File: src/rtl/bit_sequencer_if.sv
// Handshake bundle between the operand/control side and the bit sequencer.
// The master issues start/operand and accepts bits; the slave is the sequencer.
interface bit_sequencer_if #(
    parameter int WIDTH = 16
);
    localparam int IDXW = $clog2(WIDTH);

    logic            start;
    logic [WIDTH-1:0] operand;
    logic            bit_ready;
    logic            bit_valid;
    logic            bit_out;
    logic [IDXW-1:0] bit_idx;
    logic            last;
    logic            busy;
    logic            done;

    modport master (
        output start, operand, bit_ready,
        input  bit_valid, bit_out, bit_idx, last, busy, done
    );

    modport slave (
        input  start, operand, bit_ready,
        output bit_valid, bit_out, bit_idx, last, busy, done
    );
endinterface

File: src/rtl/bit_sequencer.sv
// Captures an operand on start and streams it out one bit per accepted beat,
// LSB- or MSB-first, with an optional early exit once no set bits remain.
//
// state | meaning
// ------+--------------------------------------------------------------
// IDLE  | waiting for start; outputs quiet
// RUN   | presenting shadow[idx]; advance on bit_valid & bit_ready
// DONE  | single-cycle done pulse, then back to IDLE unconditionally
module bit_sequencer #(
    parameter int WIDTH      = 16,
    parameter int IDXW       = $clog2(WIDTH),
    parameter bit MSB_FIRST  = 1'b0,
    parameter bit EARLY_EXIT = 1'b0
) (
    input  logic              clk,
    input  logic              rst,
    bit_sequencer_if.slave    bus
);

    localparam logic [1:0] ST_IDLE = 2'd0;
    localparam logic [1:0] ST_RUN  = 2'd1;
    localparam logic [1:0] ST_DONE = 2'd2;

    localparam logic [IDXW-1:0] IDX_TOP   = IDXW'(WIDTH - 1);
    localparam logic [IDXW-1:0] IDX_FIRST = MSB_FIRST ? IDX_TOP : '0;
    localparam logic [IDXW-1:0] IDX_LAST  = MSB_FIRST ? '0 : IDX_TOP;
    // Early exit only makes sense when scanning upward.
    localparam bit EARLY = EARLY_EXIT && !MSB_FIRST;

    logic [1:0]       state;
    logic [WIDTH-1:0] shadow;
    logic [IDXW-1:0]  idx;
    logic             in_run;
    logic             hi_zero;
    logic             last_int;

    assign in_run   = (state == ST_RUN);
    assign hi_zero  = ((shadow >> idx) >> 1) == '0;
    assign last_int = in_run && ((idx == IDX_LAST) || (EARLY && hi_zero));

    always_ff @(posedge clk or posedge rst) begin
        if (rst) begin
            state  <= ST_IDLE;
            shadow <= '0;
            idx    <= '0;
        end else begin
            case (state)
                ST_IDLE: begin
                    if (bus.start) begin
                        shadow <= bus.operand;
                        idx    <= IDX_FIRST;
                        state  <= ST_RUN;
                    end
                end
                ST_RUN: begin
                    if (bus.bit_ready) begin
                        if (last_int)
                            state <= ST_DONE;
                        else if (MSB_FIRST)
                            idx <= idx - IDXW'(1);
                        else
                            idx <= idx + IDXW'(1);
                    end
                end
                ST_DONE: state <= ST_IDLE;
                default: state <= ST_IDLE;
            endcase
        end
    end

    // Everything below depends on registers only, never on inputs.
    assign bus.bit_valid = in_run;
    assign bus.bit_out   = in_run & shadow[idx];
    assign bus.bit_idx   = in_run ? idx : '0;
    assign bus.last      = last_int;
    assign bus.busy      = in_run || (state == ST_DONE);
    assign bus.done      = (state == ST_DONE);

endmodule

File: src/flat_wrapper.sv
// flat-port wrapper written by rule: the top's interface ports become plain ports
module bit_sequencer_flat 
#(
    parameter int WIDTH      = 16,
    parameter int IDXW       = $clog2(WIDTH),
    parameter bit MSB_FIRST  = 1'b0,
    parameter bit EARLY_EXIT = 1'b0
)
  (clk, rst, bus_start, bus_operand, bus_bit_ready, bus_bit_valid, bus_bit_out, bus_bit_idx, bus_last, bus_busy, bus_done);
  bit_sequencer_if #(.WIDTH(WIDTH)) bus_i ();
  input  logic clk;
  input  logic rst;
  input wire logic [$bits(bus_i.start)-1:0] bus_start;
  input wire logic [$bits(bus_i.operand)-1:0] bus_operand;
  input wire logic [$bits(bus_i.bit_ready)-1:0] bus_bit_ready;
  output wire logic [$bits(bus_i.bit_valid)-1:0] bus_bit_valid;
  output wire logic [$bits(bus_i.bit_out)-1:0] bus_bit_out;
  output wire logic [$bits(bus_i.bit_idx)-1:0] bus_bit_idx;
  output wire logic [$bits(bus_i.last)-1:0] bus_last;
  output wire logic [$bits(bus_i.busy)-1:0] bus_busy;
  output wire logic [$bits(bus_i.done)-1:0] bus_done;
  assign bus_i.start = bus_start;
  assign bus_i.operand = bus_operand;
  assign bus_i.bit_ready = bus_bit_ready;
  assign bus_bit_valid = bus_i.bit_valid;
  assign bus_bit_out = bus_i.bit_out;
  assign bus_bit_idx = bus_i.bit_idx;
  assign bus_last = bus_i.last;
  assign bus_busy = bus_i.busy;
  assign bus_done = bus_i.done;
  bit_sequencer #(.WIDTH(WIDTH), .IDXW(IDXW), .MSB_FIRST(MSB_FIRST), .EARLY_EXIT(EARLY_EXIT)) u_core (.clk(clk), .rst(rst), .bus(bus_i));
endmodule
File: config.mk
export PLATFORM = sky130hd
export DESIGN_NAME = bit_sequencer_flat
export DESIGN_NICKNAME = d
export VERILOG_FILES = /design/src/rtl/bit_sequencer_if.sv /design/src/rtl/bit_sequencer.sv /design/src/flat_wrapper.sv
export SDC_FILE = /design/constraint.sdc
export NUM_CORES = 1
export LEC_CHECK = 0
export CAP_MARGIN = 20
export CORE_MARGIN = 4
export CORE_UTILIZATION = 35
export CTS_CLUSTER_SIZE = 40
export DETAILED_ROUTE_END_ITERATION = 8
export GPL_TIMING_DRIVEN = 0
export SETUP_SLACK_MARGIN = 0.3
export SYNTH_ARGS = -nofsm -noshare
export SYNTH_HDL_FRONTEND = slang
export SYNTH_SLANG_ARGS = --single-unit
File: constraint.sdc
create_clock -name clk -period 1.8 [get_ports clk]
set_clock_uncertainty 0.1 [all_clocks]
set_input_delay 0.36 -clock clk [delete_from_list [all_inputs] [get_ports clk]]
set_output_delay 0.36 -clock clk [all_outputs]
set_load 0.005 [all_outputs]
==> key figures <==
Outcome
  • Status: finished, violations left
  • Violated checks: setup timing

Pwr
  • Clock network fraction of total power: 0.107
  • Worst VDD drop: 667 µV
  • Combinational Power Share: 0.658
  • Cell area power density: 1730 nW/µm²
  • Switching share of power: 0.332
  • Register share of total power: 0.235
  • Int Pwr: 2.41 mW
  • Static leakage: 0.918 nW
  • Sw Pwr: 1.20 mW

Synth
  • Yosys warning count: 0
  • Syn nets: 117
  • Asr flop ratio synth: 1.00
  • Top-area cell type share of the netlist area: 0.470
  • Library cells used by synthesis: 24
  • Post-synthesis compound-gate area fraction: 0.0694
  • Post-synth EDFFs: 0
  • Mux share of post-synthesis cell area: 0.275
  • Count leader, synth: dfrtp_1
  • Top FF cell, synth: dfrtp_1
  • Synth Area in Simple Gates: 0.0769
  • Post-synth top area cell: dfrtp_1
  • Top cells by area, synth: dfrtp_1 (47%), mux2_2 (17%), mux4_1 (6.7%)
  • Synth Area in XOR/XNOR: 0
  • Sequential-to-total area share from yosys stat: 0.470
  • FF+latch count, synth: 22
  • Adder-cell share of the synthesized area: 0.0534
  • Main combinational cell family by area after synthesis: multiplexers
  • Syn avg cell area: 12.7 µm²
  • Post-synth top cells: dfrtp_1 (22), mux2_2 (18)
  • Post-Syn Area: 1170 µm²
  • Gate Count Post-Synth: 92

Global routing
  • Pin count of the biggest net entering global routing: 23
  • Gr usage total: 0.137
  • Congestion Overflow GR: 0
  • Vias in the first global route: 978
  • Initial antenna violation count: 0
  • First-pass GRT wire length: 4460 µm

Worst setup path
  • Worst setup path class: reg2out
  • Worst Path Max Fanout: 6
  • Crit path cell chain: buf_6 > mux4_1 > o211ai_1 > o31ai_1 > buf_2
  • Worst setup EP type: output pin
  • CP startpoint kind: flip-flop
  • Data arrival, critical path: 1.90 ns
  • Slowest cell on crit path: mux4_1
  • WP data required: 1.34 ns
  • Max incr delay on CP: 0.54 ns

Timing
  • Worst setup margin: -0.558 ns
  • RSZ-0062 raised after global routing: true
  • Hold Vio Cnt, Final: 0
  • Maximum clock frequency: 424 MHz
  • WHS: 0.403 ns
  • Relative max-transition margin: 0.425
  • Fin Setup TNS: -5.16 ns
  • Min Tclk post-route: 2.36 ns
  • Slew Limit Fails: 0
  • Final Cycle Share: 1.31
  • Final setup fails: 30
  • Least-Margin Pin Slew: 0.862 ns

Placement
  • Port bufs: 28
  • GP Congestion: 0.783
  • Post-DP Area: 1550 µm²
  • Post-DP HPWL: 1650 µm

Floorplan
  • Die area: 4340 µm²
  • DIE HEIGHT: 65.8 µm
  • Die Wd: 65.8 µm
  • # rows: 20
  • I/O pins: 29
  • Core area: 3130 µm²
  • Initial core utilization: 0.374

Clock tree
  • Cts hold-fix bufs: 0
  • Total CTS buffers: 3
  • CTS tree: done
  • Clk sinks: 22
  • Clock buffer depth: 2
  • Clock Latency Late Sink: 0.32 ns
  • Number of H-tree levels: 1
  • Worst-path clk slew: 0.13 ns
  • Root buffer cell: clkbuf_4

Drt
  • Routed wire length: 3200 µm
  • Residual DRC count: 0
  • Post-route ant nets: 0
  • Avg WL per Cell: 15.8 µm
  • TritonRoute pass-1 iters: 4
  • Post-DR vias/cell: 4.93
  • 1st-iter DRT viols: 30
  • Vias: 1000

Layout
  • Share of layout cells above drive strength 1: 0.597
  • Diodes inserted: 0
  • Final nets: 185
  • Fillers: 219
  • Layout area overhead: 78.1%
  • Final instance area: 2090 µm²
  • Final core utilization: 0.667

Hold path
  • Hold Crit Class: in2async

Job
  • Max cap viols: 0
==> critical path: cells and delay by family (launching register included) <==
kind | cells | cell delay, ns
AOI/OAI and AO/OA | 2 | 0.38
muxes | 1 | 0.54
DFF | 1 | 0.39
buffers and inverters | 2 | 0.27
==> worst paths after layout <==
kind | cells after the start | startpoint | slack, ns | to
worst min-delay path | 2 | rst | 0.40 | u_core.state[0]
worst min register to register | 1 | u_core.shadow[7] | 0.42 | u_core.shadow[7]
worst max-delay path | 5 | u_core.idx[0] | -0.56 | bus_bit_out
min in group clk | 1 | u_core.shadow[7] | 0.42 | u_core.shadow[7]
max in group asynchronous | 2 | rst | 0.67 | u_core.shadow[9]
worst max register to register | 8 | u_core.state[0] | -0.32 | u_core.idx[3]
==> sequential cells by signal (all words and copies together), names as in the netlist <==
| name | count |
|---|---|
| u_core.idx | 4 |
| u_core.state | 2 |
| u_core.shadow | 16 |
==> per-layer routing <==
layer	GRT usage	vias to the layer above	share of wire
li1	-	472	-
met3	0.0408	4	0.051
met5	0	-	0
met1	0.156	495	0.40
met2	0.242	29	0.54
met4	0.0492	0	0.0078
==> power by group through the flow <==
stage | clock [mW] | combinational [mW] | sequential, mW
floorplan | 0 | 0.908 | 0.822
global placement | 0 | 1.20 | 0.850
detailed placement | 0 | 1.23 | 0.861
CTS | 0.389 | 1.85 | 0.844
global route | 0.409 | 2.52 | 0.877
finish | 0.386 | 2.37 | 0.847
==> kinds of logic (layout without fill, tap and decap cells) <==
kind of cell,Yosys count,count (layout)
adders and majority gates,5,5
DFF,22,22
and+or+nand+nor,18,19
muxes,25,25
AOI/OAI and AO/OA,11,11
buffers and inverters,11,77
==> timing repair <==
item / CTS / global route
setup buffers: 19 / 14
pin swaps: 6 / 5
gates cloned: 0 / 2
setup endpoints to repair: 24 / 31
resized for setup: 69 / 21
==> stage by stage <==
| stage | cells | worst slack [ns] | power [mW] |
|---|---|---|---|
| 2_1_floorplan | 92 | 0.00699 | 1.73 |
| 3_3_place_gp | 164 | -0.563 | 2.05 |
| 3_5_place_dp | 164 | -0.565 | 2.09 |
| 4_1_cts | 187 | -0.533 | 3.08 |
| 5_1_grt | 203 | -0.645 | 3.80 |
| 6_report | 203 | -0.558 | 3.60 |
==> cells in the final DEF, fill, tap and decap left out, types with 3 or more instances in the layout <==
cell type,n
buf_2,3
buf_4,16
buf_6,24
clkbuf_4,3
clkdlybuf4s50_1,19
dfrtp_1,22
ha_4,3
mux2_2,13
mux2_4,5
mux2i_1,3
nand3_1,3
o31ai_1,4
==> final cells by class <==
type	instances	area, µm²	share of cell area
Clock inverter	1	30.0	0.0144
Inverter	6	45.0	0.0216
Multi-Input combinational cell	60	707	0.339
Timing Repair Buffer	62	618	0.296
Clock buffer	3	22.5	0.0108
Tap cell	44	55.1	0.0264
Buffer	5	57.6	0.0276
Sequential cell	22	551	0.264
No activity file was read; power rests on OpenSTA's default activity.
